File: src/rtl/valve_seq_pkg.sv
`default_nettype none
// +------------------------------------------------------------------+
// | valve_seq_pkg: shared types, status codes and line indices for   |
// | the pneumatic valve sequencer.                                   |
// | Rev 1.0                                                          |
// +------------------------------------------------------------------+
package valve_seq_pkg;

   typedef enum logic [2:0] {
      S_IDLE   = 3'd0,
      S_CLOSE  = 3'd1,
      S_GUARD  = 3'd2,
      S_OPEN   = 3'd3,
      S_SETTLE = 3'd4,
      S_DWELL  = 3'd5,
      S_ABORT  = 3'd6,
      S_DONE   = 3'd7
   } state_t;

   localparam logic [1:0] ST_OK     = 2'd0;
   localparam logic [1:0] ST_REJECT = 2'd1;
   localparam logic [1:0] ST_ABORT  = 2'd2;

   localparam int MUX_A  = 0;
   localparam int MUX_B  = 1;
   localparam int TRAP_A = 2;
   localparam int TRAP_B = 3;

   // Both mux inlets open at once would short the two inputs together.
   function automatic logic mux_conflict(input logic [MUX_B:0] mask);
      return mask[MUX_A] & mask[MUX_B];
   endfunction

   function automatic int max3(input int a, input int b, input int c);
      int m;
      m = (a > b) ? a : b;
      return (m > c) ? m : c;
   endfunction

endpackage
`default_nettype wire

File: src/rtl/valve_sequencer_timer.sv
`default_nettype none
// +------------------------------------------------------------------+
// | seq_timer: loadable saturating down-counter for guard, settle    |
// | and dwell intervals.                                             |
// | Rev 1.0                                                          |
// +------------------------------------------------------------------+
module seq_timer #(
   parameter int WIDTH = 16
) (
   input  logic             clk,
   input  logic             rst,
   input  logic             load,
   input  logic [WIDTH-1:0] load_val,
   output logic             expired
);

   logic [WIDTH-1:0] count_q;
   logic [WIDTH-1:0] count_d;

   always_comb begin
      count_d = count_q;
      if (load) begin
         count_d = load_val;
      end else if (count_q != '0) begin
         count_d = count_q - WIDTH'(1);
      end
   end

   always_ff @(posedge clk) begin
      if (rst) begin
         count_q <= '0;
      end else begin
         count_q <= count_d;
      end
   end

   assign expired = (count_q == '0);

endmodule
`default_nettype wire

File: src/rtl/valve_sequencer.sv
`default_nettype none
// +------------------------------------------------------------------+
// | valve_sequencer: break-before-make pneumatic valve controller    |
// | with guard/settle/dwell timing, mux interlock and abort.         |
// | Rev 1.0                                                          |
// +------------------------------------------------------------------+
module valve_sequencer
   import valve_seq_pkg::*;
#(
   parameter int N_CTRL        = 4,
   parameter int GUARD_CYCLES  = 100,
   parameter int SETTLE_CYCLES = 1000,
   parameter int DWELL_W       = 16
) (
   input  logic               clk,
   input  logic               rst,
   input  logic               cmd_valid,
   output logic               cmd_ready,
   input  logic [N_CTRL-1:0]  cmd_open,
   input  logic [DWELL_W-1:0] cmd_dwell,
   input  logic               abort,
   output logic               done,
   output logic [1:0]         status,
   output logic               busy,
   output logic [N_CTRL-1:0]  cp_out
);

   localparam int TMR_W = max3($clog2(GUARD_CYCLES + 1), $clog2(SETTLE_CYCLES + 1), DWELL_W);
   localparam logic [TMR_W-1:0] GUARD_LOAD  = TMR_W'(GUARD_CYCLES - 1);
   localparam logic [TMR_W-1:0] SETTLE_LOAD = TMR_W'(SETTLE_CYCLES - 1);

   state_t               state_q, state_d;
   logic [N_CTRL-1:0]    open_state_q, open_state_d;
   logic [N_CTRL-1:0]    close_set_q, close_set_d;
   logic [N_CTRL-1:0]    open_set_q, open_set_d;
   logic [DWELL_W-1:0]   dwell_q, dwell_d;
   logic [1:0]           status_q, status_d;
   logic                 tmr_load;
   logic [TMR_W-1:0]     tmr_val;
   logic                 tmr_expired;
   logic                 hold_start;

   seq_timer #(
      .WIDTH(TMR_W)
   ) u_timer (
      .clk      (clk),
      .rst      (rst),
      .load     (tmr_load),
      .load_val (tmr_val),
      .expired  (tmr_expired)
   );

   // Valve state changes land on the edge that enters CLOSE/OPEN, so cp_out
   // already shows the new state during that state's cycle.
   always_comb begin
      state_d      = state_q;
      open_state_d = open_state_q;
      close_set_d  = close_set_q;
      open_set_d   = open_set_q;
      dwell_d      = dwell_q;
      status_d     = status_q;
      tmr_load     = 1'b0;
      tmr_val      = '0;
      hold_start   = 1'b0;

      case (state_q)
         S_IDLE: begin
            if (cmd_valid) begin
               close_set_d = open_state_q & ~cmd_open;
               open_set_d  = cmd_open & ~open_state_q;
               dwell_d     = cmd_dwell;
               if (mux_conflict(cmd_open[MUX_B:MUX_A])) begin
                  status_d = ST_REJECT;
                  state_d  = S_DONE;
               end else begin
                  open_state_d = open_state_q & cmd_open;
                  state_d      = S_CLOSE;
               end
            end
         end
         S_CLOSE: begin
            if ((close_set_q == '0) || (GUARD_CYCLES == 0)) begin
               open_state_d = open_state_q | open_set_q;
               state_d      = S_OPEN;
            end else begin
               tmr_load = 1'b1;
               tmr_val  = GUARD_LOAD;
               state_d  = S_GUARD;
            end
         end
         S_GUARD: begin
            if (tmr_expired) begin
               open_state_d = open_state_q | open_set_q;
               state_d      = S_OPEN;
            end
         end
         S_OPEN: begin
            if ((open_set_q != '0) && (SETTLE_CYCLES != 0)) begin
               tmr_load = 1'b1;
               tmr_val  = SETTLE_LOAD;
               state_d  = S_SETTLE;
            end else begin
               hold_start = 1'b1;
            end
         end
         S_SETTLE: begin
            hold_start = tmr_expired;
         end
         S_DWELL: begin
            if (tmr_expired) begin
               status_d = ST_OK;
               state_d  = S_DONE;
            end
         end
         S_ABORT: begin
            status_d = ST_ABORT;
            state_d  = S_DONE;
         end
         S_DONE: begin
            state_d = S_IDLE;
         end
         default: begin
            state_d = S_IDLE;
         end
      endcase

      if (hold_start) begin
         if (dwell_q != '0) begin
            tmr_load = 1'b1;
            tmr_val  = TMR_W'(dwell_q - DWELL_W'(1));
            state_d  = S_DWELL;
         end else begin
            status_d = ST_OK;
            state_d  = S_DONE;
         end
      end

      // Abort overrides everything, including a command arriving in IDLE.
      if (abort) begin
         open_state_d = '0;
         tmr_load     = 1'b0;
         state_d      = (state_q == S_IDLE) ? S_IDLE : S_ABORT;
      end
   end

   always_ff @(posedge clk) begin
      if (rst) begin
         state_q      <= S_IDLE;
         open_state_q <= '0;
         close_set_q  <= '0;
         open_set_q   <= '0;
         dwell_q      <= '0;
         status_q     <= ST_OK;
      end else begin
         state_q      <= state_d;
         open_state_q <= open_state_d;
         close_set_q  <= close_set_d;
         open_set_q   <= open_set_d;
         dwell_q      <= dwell_d;
         status_q     <= status_d;
      end
   end

   assign cp_out    = ~open_state_q;
   assign cmd_ready = (state_q == S_IDLE) && !abort;
   assign busy      = (state_q != S_IDLE);
   assign done      = (state_q == S_DONE);
   assign status    = done ? status_q : ST_OK;

endmodule
`default_nettype wire

File: config.mk
export PLATFORM = sky130hd
export DESIGN_NAME = valve_sequencer
export DESIGN_NICKNAME = d
export VERILOG_FILES = /design/src/rtl/valve_seq_pkg.sv /design/src/rtl/valve_sequencer_timer.sv /design/src/rtl/valve_sequencer.sv
export SDC_FILE = /design/constraint.sdc
export NUM_CORES = 1
export LEC_CHECK = 0
export ABC_AREA = 0
export BUFFER_PORTS_ARGS = -buffer_cell sky130_fd_sc_hd__buf_2
export CORE_MARGIN = 2
export CORE_UTILIZATION = 53
export CTS_CLUSTER_SIZE = 10
export DETAILED_ROUTE_END_ITERATION = 8
export GPL_ROUTABILITY_DRIVEN = 0
export PLACE_DENSITY = 0.8
export SLEW_MARGIN = 25
export SYNTH_ARGS = -nofsm -noshare
export SYNTH_HDL_FRONTEND = slang
export SYNTH_HIERARCHICAL = 1
export SYNTH_SLANG_ARGS = --single-unit
File: constraint.sdc
create_clock -name clk -period 4.23 [get_ports clk]
set_clock_uncertainty 0.1 [all_clocks]
set_input_delay 0.6345 -clock clk [delete_from_list [all_inputs] [get_ports clk]]
set_output_delay 0.6345 -clock clk [all_outputs]
set_load 0.02 [all_outputs]
==> metrics <==
initial antenna violation count=0; I/O pins=33; initial core utilization=between 50% and 60%; routed wire length per instance=around 14 µm; die area=about 6000 µm²; min Tclk post-route=3.77 ns; clk root buf=clkbuf_8; leakage=1.18 nW; post-DP HPWL=4810 µm; TritonCTS clock tree=built; fin crit share=roughly nine tenths; syn_area_per_cell=7.71 µm²; unique cell type count in the Yosys netlist=between 60 and 70; clk buf depth=2; H-tree levels=2; post-synthesis xor/xnor area fraction=6.27%; largest family of logic cells by synthesized area=simple AND/OR/NAND/NOR gates; Die W=approximately 78 µm; # setup viols final=0; crit end category=flip-flop; Slew Viols, Final=0; final layout net count=approximately 430; Syn. warnings=6; CTS Buf Count=5; VDD IR max=0.268 mV; Residual DRC=0; sequential area share after synthesis=about a third; DIE HEIGHT=approximately 78 µm; top_reg_cell synth=dfxtp_1; R2R Setup Slk=0.46 ns; Hold-fix buffers, CTS=0; final worst slack=approximately 0.46 ns; Hold Crit Class=reg2reg; CP required=about 4.3 ns; IO buf count=32; total gr overflow=0; Critical path destination=u_timer/count_q[15]; Crit. Startpoint=u_timer/count_q[0]; largest net degree at the start of global routing=40; vias in the first global route=approximately 2,400; share of cells above drive strength 1=16.2%; Synth top cells by count=66 x nand2_1, 49 x dfxtp_1, 41 x a21oi_1; reg2reg path depth=14; fillers=508; most area-hungry cell type in the Yosys netlist=dfxtp_1; drt pass-1 iters=5; std cell rows=27; # diodes=0; FF-to-FF Start=u_timer/count_q[0]; Clock Sinks=between 40 and 50; Critical Path Start Type=flip-flop; Worst EP arrival=just under 4 ns; r2r endpoint=u_timer/count_q[15]; #FFs+latches synth=49; worst slack at placement=between 0.5 and 0.6 ns; post-DR vias/cell=5.81; post-synth top area share=33.5%; post-synthesis simple-gate area fraction=a little under a third; Slew HR=around two fifths; first-pass GRT wire length=between 10,000 and 15,000 µm; RSZ-0062 raised after global routing=no; EDFF count, synth=0; Max-Cap Viols=0; Post-Syn Area=2930 µm²; Synth async-reset ratio=0%; Least-Margin Pin Slew=roughly 0.9 ns; Synth Area in Compound Gates=a little under a quarter; vias=2,753; placed cell count=approximately 470; pwr dens=between 600 and 700 nW/µm²; CTS clk-pin slew, worst paths=approximately 0.090 ns; Synth Area in Adders=less than 1%; 1st-iter DRT viols=around 240; Detail Route Antenna Nets=0; total track usage=between 20 and 25%; design area=~3200 µm²; Setup Crit Path Kind=reg2reg; Final Non-Filler Cells=about 470; syn_nets=about 410; post-synthesis mux area share=0.683%; top-count cell post-synth=nand2_1; final cell utilization of the core=between 50 and 60%; outcome=complete, no violations; Fin. Hold Viols=0; Skew-Pair Late Insertion Delay=roughly 0.31 ns; fmax=about 0.27 GHz; Setup Buffers After CTS=0; Post-Route Setup TNS=0 ns; placed cell areas=between 3000 and 4000 µm²; post-CTS sizing=0; largest fanout on the critical path=15; top cells by area, synth=dfxtp_1 33%, nand2_1 8.5%, a21oi_1 7.0%, xnor2_1 5.1%, nor2_1 4.4%; Routed WL=approximately 6800 µm; cells after synthesis=between 300 and 400; core area=between 5000 and 6000 µm²; Layout area overhead=8.79%
logic make-up (layout without fill, tap and decap cells):
group,after synthesis,in the layout
AND/OR/NAND/NOR,167,167
AO/OA/AOI/OAI,107,107
flip-flops,49,49
buffers and inverters,32,54
XOR/XNOR,21,21
adder cells (fa/ha/maj),2,2
multiplexers,2,2
worst min path at each step:
stage                         startpoint             end  slack, ns  depth (start not counted)
final                         dwell_q[1]      dwell_q[1]       0.38                          2
after global routing          dwell_q[1]      dwell_q[1]       0.40                          2
after CTS                     dwell_q[1]      dwell_q[1]       0.38                          2
after detailed placement      dwell_q[1]      dwell_q[1]       0.37                          2
after global placement    close_set_q[1]  close_set_q[1]       0.36                          2
after floorplan              status_q[0]     status_q[0]       0.35                          2
cell type report:
| class | instances | area, µm² | share of cell area [%] |
|---|---|---|---|
| Inverter | 12 | 45.0 | 1.41 |
| Multi-Input combinational cell | 299 | 1800 | 56.5 |
| Clock inverter | 1 | 7.51 | 0.235 |
| Sequential cell | 49 | 981 | 30.8 |
| Tap cell | 72 | 90.1 | 2.82 |
| Clock buffer | 6 | 82.6 | 2.59 |
| Timing Repair Buffer | 35 | 183 | 5.73 |
registers in the layout, indices dropped and copies added (netlist names):
signal / cells
u_timer/count_q: 16
open_state_q: 4
state_q: 3
dwell_q: 16
open_set_q: 4
status_q: 2
close_set_q: 4
worst max-delay path, cell delays in order (launching register included):
cell	delay, ns
dfxtp_1	0.34
inv_1	0.08
ha_1	0.19
or3b_2	0.53
or4_4	0.59
nor2_1	0.15
nand2_1	0.13
o32ai_2	0.32
o21ai_4	0.21
a21oi_1	0.20
buf_4	0.22
nor2_1	0.13
a21oi_1	0.19
a31oi_1	0.06
and3_1	0.23
layout by cell type (no fill, tap or decap), drive strengths merged, types with 4 or more instances in the layout:
master / netlist / layout
xnor2: 17 / 17
clkbuf: 12 / 6
nor3: 16 / 16
xor2: 4 / 4
nand3: 4 / 4
or4: 8 / 8
a21oi: 41 / 41
nand4: 4 / 4
and3: 6 / 6
dfxtp: 49 / 49
nand2: 66 / 66
o31ai: 5 / 5
a21o: 4 / 4
buf: 8 / 35
inv: 12 / 12
nor2: 34 / 34
nor4: 7 / 7
o21ai: 28 / 28
a221oi: 7 / 7
stage by stage:
step / hold slack, ns / total power, mW
2_1_floorplan: 0.347 / 1.59
3_3_place_gp: 0.360 / 1.73
3_5_place_dp: 0.369 / 1.77
4_1_cts: 0.382 / 2.07
5_1_grt: 0.396 / 2.22
6_report: 0.381 / 2.07
metal layers:
metal / global-route usage (%) / wire length [µm]
met4: 7.02 / 103
met5: 0 / 0
met3: 4.14 / 275
met2: 36.5 / 3140
met1: 31.7 / 3290
where the power goes:
group          leakage (nW)  total, mW  switching [mW]  internal, mW
sequential            0.401      0.711           0.147         0.564
combinational         0.733       1.07           0.603         0.464
clock                0.0433      0.292           0.162         0.130
Power figures use the tool's default switching activity.
